$ cat src/rtl/rob.sv
// Reorder buffer: in-order allocation from the decoder, out-of-order completion
// from the RS with a one-cycle wake-up broadcast, in-order retirement and
// flush/redirect on taken control flow.
module rob #(
  parameter int ROB_WIDTH = 4
) (
  input  logic                 clk_in,
  input  logic                 rst_n_in,
  input  logic                 rdy_in,
  input  logic                 from_decoder,
  input  logic [1:0]           from_decoder_op,
  input  logic [4:0]           from_decoder_rd,
  output logic                 to_decoder,
  output logic [ROB_WIDTH-1:0] to_decoder_tag,
  input  logic                 from_rs,
  input  logic [ROB_WIDTH-1:0] from_rs_tag,
  input  logic [31:0]          from_rs_wdata,
  input  logic [31:0]          from_rs_jump,
  input  logic                 from_rs_taken,
  output logic                 to_rs_update,
  output logic [ROB_WIDTH-1:0] to_rs_update_order,
  output logic [31:0]          to_rs_update_wdata,
  output logic                 to_reg_file,
  output logic [4:0]           to_reg_file_rd,
  output logic [31:0]          to_reg_file_wdata,
  output logic                 clear,
  output logic [31:0]          to_fetch_pc
);
  localparam int DEPTH = 1 << ROB_WIDTH;
  localparam logic [ROB_WIDTH-1:0] PTR_ONE = 1;
  localparam logic [ROB_WIDTH:0]   CNT_ONE = 1;

  typedef struct packed {
    logic        busy;
    logic        ready;
    logic [1:0]  op;
    logic [4:0]  rd;
    logic [31:0] wdata;
    logic [31:0] jump;
    logic        taken;
  } ent_t;

  ent_t                 ent_q [DEPTH];
  logic [ROB_WIDTH-1:0] head_q, tail_q;
  logic [ROB_WIDTH:0]   count_q, count_d;
  logic                 dec_q;
  logic                 upd_q, rf_we_q, clear_q;
  logic [ROB_WIDTH-1:0] upd_tag_q;
  logic [31:0]          upd_wd_q, rf_wd_q, pc_q;
  logic [4:0]           rf_rd_q;

  ent_t hd, cp;
  logic do_alloc, do_comp, do_commit, redirect, wr_reg;

  assign hd = ent_q[head_q];
  assign cp = ent_q[from_rs_tag];

  // The MSB of count is set only when all DEPTH entries are live.
  assign do_alloc  = from_decoder && !count_q[ROB_WIDTH] && !clear_q;
  assign do_comp   = from_rs && cp.busy && !cp.ready && !clear_q;
  assign do_commit = hd.busy && hd.ready && !clear_q;
  assign redirect  = do_commit && (hd.op == 2'b10 || (hd.op == 2'b01 && hd.taken));
  assign wr_reg    = do_commit && (hd.op == 2'b00 || hd.op == 2'b10) && (hd.rd != '0);

  always_comb begin
    count_d = count_q;
    if (clear_q) count_d = '0;
    else begin
      case ({do_alloc, do_commit})
        2'b10:   count_d = count_q + CNT_ONE;
        2'b01:   count_d = count_q - CNT_ONE;
        default: count_d = count_q;
      endcase
    end
  end

  always_ff @(posedge clk_in or negedge rst_n_in) begin
    if (!rst_n_in) begin
      head_q    <= '0;
      tail_q    <= '0;
      count_q   <= '0;
      for (int i = 0; i < DEPTH; i++) ent_q[i] <= '0;
      dec_q     <= 1'b1;
      upd_q     <= 1'b0;
      upd_tag_q <= '0;
      upd_wd_q  <= '0;
      rf_we_q   <= 1'b0;
      rf_rd_q   <= '0;
      rf_wd_q   <= '0;
      clear_q   <= 1'b0;
      pc_q      <= '0;
    end else if (rdy_in) begin
      count_q <= count_d;
      dec_q   <= !count_d[ROB_WIDTH];
      // Results completing alongside a flush belong to squashed entries.
      upd_q   <= do_comp && !redirect;
      rf_we_q <= wr_reg;
      clear_q <= redirect;
      if (do_comp) begin
        upd_tag_q <= from_rs_tag;
        upd_wd_q  <= from_rs_wdata;
      end
      if (wr_reg) begin
        rf_rd_q <= hd.rd;
        rf_wd_q <= hd.wdata;
      end
      if (redirect) pc_q <= hd.jump;
      if (clear_q) begin
        head_q <= '0;
        tail_q <= '0;
        for (int i = 0; i < DEPTH; i++) ent_q[i].busy <= 1'b0;
      end else begin
        if (do_alloc) begin
          ent_q[tail_q].busy  <= 1'b1;
          ent_q[tail_q].ready <= 1'b0;
          ent_q[tail_q].op    <= from_decoder_op;
          ent_q[tail_q].rd    <= from_decoder_rd;
          tail_q              <= tail_q + PTR_ONE;
        end
        if (do_comp) begin
          ent_q[from_rs_tag].ready <= 1'b1;
          ent_q[from_rs_tag].wdata <= from_rs_wdata;
          ent_q[from_rs_tag].jump  <= from_rs_jump;
          ent_q[from_rs_tag].taken <= from_rs_taken;
        end
        if (do_commit) begin
          ent_q[head_q].busy <= 1'b0;
          head_q             <= head_q + PTR_ONE;
        end
      end
    end
  end

  assign to_decoder         = dec_q;
  assign to_decoder_tag     = tail_q;
  assign to_rs_update       = upd_q & rdy_in;
  assign to_rs_update_order = upd_tag_q;
  assign to_rs_update_wdata = upd_wd_q;
  assign to_reg_file        = rf_we_q & rdy_in;
  assign to_reg_file_rd     = rf_rd_q;
  assign to_reg_file_wdata  = rf_wd_q;
  assign clear              = clear_q & rdy_in;
  assign to_fetch_pc        = pc_q;
endmodule

$ cat config.mk
export PLATFORM = sky130hd
export DESIGN_NAME = rob
export DESIGN_NICKNAME = d
export VERILOG_FILES = /design/src/rtl/rob.sv
export SDC_FILE = /design/constraint.sdc
export NUM_CORES = 2
export LEC_CHECK = 0
export ABC_CLOCK_PERIOD_IN_PS = 11400
export CAP_MARGIN = 20
export CORE_ASPECT_RATIO = 1.5
export CORE_UTILIZATION = 60
export CTS_CLUSTER_DIAMETER = 30
export CTS_CLUSTER_SIZE = 8
export DETAILED_ROUTE_END_ITERATION = 10
export PLACE_DENSITY_LB_ADDON = 0.08
export SLEW_MARGIN = 20
export SYNTH_ARGS = -nofsm -noshare
export SYNTH_HDL_FRONTEND = slang
export SYNTH_SLANG_ARGS = --single-unit
export TNS_END_PERCENT = 1
$ cat constraint.sdc
create_clock -name clk_in -period 11.4 [get_ports clk_in]
set_input_delay 2.85 -clock clk_in [delete_from_list [all_inputs] [get_ports clk_in]]
set_output_delay 2.85 -clock clk_in [all_outputs]
set_load 0.1 [all_outputs]
==> metrics list <==
- Most area-consuming cells after synthesis: sky130_fd_sc_hd__dfrtp_1 (56%), sky130_fd_sc_hd__mux2_2 (24%), sky130_fd_sc_hd__mux4_2 (14%)
- The most used flip-flop cell after synthesis is sky130_fd_sc_hd__dfrtp_1.
- Number of fill cells in the layout: 6,228
* Post-CTS clock slew at the launch and capture registers of the worst setup and hold paths: 50 ps
- For this run, the slowest stage of the critical path takes 1160 ps.
- Clk_lat worst skew: 780 ps
- Buffers inserted during clock tree synthesis total 202.
- Relative to the synthesized area, the layout overhead comes to 15.4%.
- 194 I/O pins were placed.
* End-of-flow core utilization: 0.700
* Top fanout value on the critical path: 27
- Post-cts hold buffer count: 0
* Post-route DRC: 0
* Static power due to leakage: 31.7 nW
* Detailed Route Iter0 Violations: 1,891
* Vias in the first global route: 36,766
- The share of the Yosys chip area taken by registers is 0.562.
- Traced cell by cell, the critical path runs through clkdlybuf4s50_1 -> buf_4 -> nand2_1 -> inv_1 -> clkdlybuf4s50_1.
* Standard cell core area: 95,800 um2
- Data arrival, critical path: 5450 ps
* Net count of the finished layout: 3,785
* Ranking of synthesized cells by instance count: sky130_fd_sc_hd__dfrtp_1 (1,305), sky130_fd_sc_hd__mux2_2 (1,237), sky130_fd_sc_hd__mux4_2 (359), sky130_fd_sc_hd__clkbuf_1 (177), sky130_fd_sc_hd__buf_2 (71)
- Data on the critical path is required at its endpoint by 8550 ps.
* Count of final hold-check violations: 0
- Number of synthesized register bits: 1,306
- Antenna Nets Post-Route: 0
* Post-synth top area share: 0.562
- Root buffer selected by CTS: sky130_fd_sc_hd__clkbuf_16
* DIE WIDTH: 256 um
- Mean area per synthesized cell: 16.4 um2
* Initial antenna violation count: 9
- Across all layers, the routed design uses 32,528 vias.
- Most frequent cell after synthesis: sky130_fd_sc_hd__dfrtp_1
- Post-CTS setup-driven buffer insertion count: 0
- Setup repair after global routing left no endpoint under its margin.
* Maximum buffer depth of the clock tree: 3
* Peak supply drop: 0.221 mV
- First-pass iteration count of the detailed router: 5
- Largest net degree at the start of global routing: 178
- Global routing finished with a remaining overflow of 0.
- Across all register-to-register paths, the minimum setup slack is 5980 ps.
- Of the cells placed in the final design, the portion with a size suffix greater than 1 is 0.514.
* Post-CTS resize count: 0
- Syn_nets: 3,636
* Final sum of negative setup slack: 0 ps
- During placement, the flow inserted port buffers numbering 193.
- H-tree Lvls: 4
- Between clock sinks in the finished design, the worst skew comes to 24.7 ps.
- Worst slew margin relative to its limit: 0.230
* Number of core rows: 139
- Routed wirelength normalized by instance count: 28.0 um
- For this run, the number of Yosys warnings is 0.
- The max-slew violation count came to 0.
- Vias per Instance: 6.43
- The most numerous cell type found on the critical path is sky130_fd_sc_hd__clkdlybuf4s50_1.
* Element type at the critical path start: primary input
- Setup violations remaining at the end of the flow were counted as 0.
- In the synthesized netlist, the number of instances is 3,542.
* Final GP Congestion: 0.827
- Of all cell types, the one taking the most synthesized area is sky130_fd_sc_hd__dfrtp_1.
- Detailed Place HPWL: 79.3 mm
* Critical Path Slowest Stage Cell: sky130_fd_sc_hd__clkdlybuf4s50_1
- Of all flip-flops after synthesis, the portion carrying an async set or reset was 1.00.
- First-pass GRT wire length: 224 mm
- Class of the tightest hold or removal check: flip-flop to flip-flop
- Max-cap violations in this run came to 0.
* Min cycle time layout: 8300 ps
- After synthesis, the netlist uses 59 different library cells.
- Post-synthesis instance area: 58,100 um2
- The critical path is of the primary input to output port type.
- Y dimension of the die: 383 um
- For this configuration, the core starts out at a cell density of 0.606.
- Peak Freq: 121 MHz
* All-layer global routing usage: 0.302
- The worst setup path is captured at an output port.
- Power density over cell area: 233 nW/um2
- Pin slew with the least headroom to its limit: 1150 ps
- The die covers 98,100 um2.
* Aggregate routed wire length: 142 mm
- Fin crit share: 0.728
* Run status: completed
- CTS tree: yes
* Number of sinks driven by the clock tree: 1,306
* Number of enable flip-flop cells after synthesis: 0
==> layout by cell type, fill, tap and decap left out, drive strengths merged, types with 18 or more instances in the layout <==
| master | n |
|---|---|
| nand2 | 49 |
| clkinv | 18 |
| dfrtp | 1305 |
| buf | 50 |
| inv | 30 |
| mux2 | 1252 |
| clkdlybuf4s50 | 191 |
| o21ai | 19 |
| clkbuf | 264 |
| mux4 | 359 |
| nor2 | 36 |
==> layer usage <==
metal	GRT usage	up-vias	routed length (um)
met5	0	-	52
met4	0.103	10	4170
met3	0.0570	299	6410
met2	0.506	887	73100
met1	0.397	17796	58000
li1	-	13536	-
==> worst paths after layout <==
| path | start | endpoint | cells after the start |
|---|---|---|---|
| worst max-delay path | rdy_in | clear | 5 |
| worst min-delay path | rf_we_q | rf_we_q | 1 |
| worst max register to register | head_q[0] | to_fetch_pc[23] | 9 |
| worst min register to register | rf_we_q | rf_we_q | 1 |
| max in group asynchronous | rst_n_in | asynchronous set/reset pin | 3 |
| min in group asynchronous | rst_n_in | ent_q[1109] | 1 |
==> metrics by stage <==
stage,power [W],setup WS [ps],std cells,hold slack [ps],cell area [um2]
final,0.0156,3100,5057,482,67000
after global routing,0.0162,3020,5057,498,67000
after CTS,0.0157,3120,5054,476,67000
after detailed placement,0.0102,3130,4756,466,61000
after global placement,0.0100,3130,4756,456,61000
after floorplan,0.00901,4520,3542,446,58100
==> cells by family (layout without fill, tap and decap cells) <==
group,after synthesis,count (layout),share of synthesized area
XOR/XNOR,4,4,0.000603
buffers and inverters,319,562,0.0228
other,0,3,0
AND/OR/NAND/NOR,162,162,0.0136
adder cells (fa/ha/maj),13,13,0.00280
multiplexers,1619,1619,0.383
AO/OA/AOI/OAI,119,119,0.0146
flip-flops,1306,1306,0.562
==> power breakdown <==
part | internal [W] | switching, W
Sequential | 0.00539 | 0.000559
Clock | 0.00353 | 0.00199
Combinational | 0.00179 | 0.00236
==> worst max-delay path: cells and delay by family <==
family	cells	cell delay, ps
buffers and inverters	4	2170
AND/OR/NAND/NOR	1	410
==> cell type report <==
| type | instances | area (um2) | share of cell area |
|---|---|---|---|
| timing repair buffer | 241 | 2420 | 0.0361 |
| inverter | 23 | 86.3 | 0.00129 |
| tap | 1269 | 1590 | 0.0237 |
| antenna | 3 | 7.51 | 0.000112 |
| sequential | 1306 | 32700 | 0.488 |
| clock buffer | 264 | 5610 | 0.0837 |
| clock inverter | 34 | 403 | 0.00601 |
| multi-input combinational | 1917 | 24200 | 0.361 |
(Power assumes the default switching activity.)
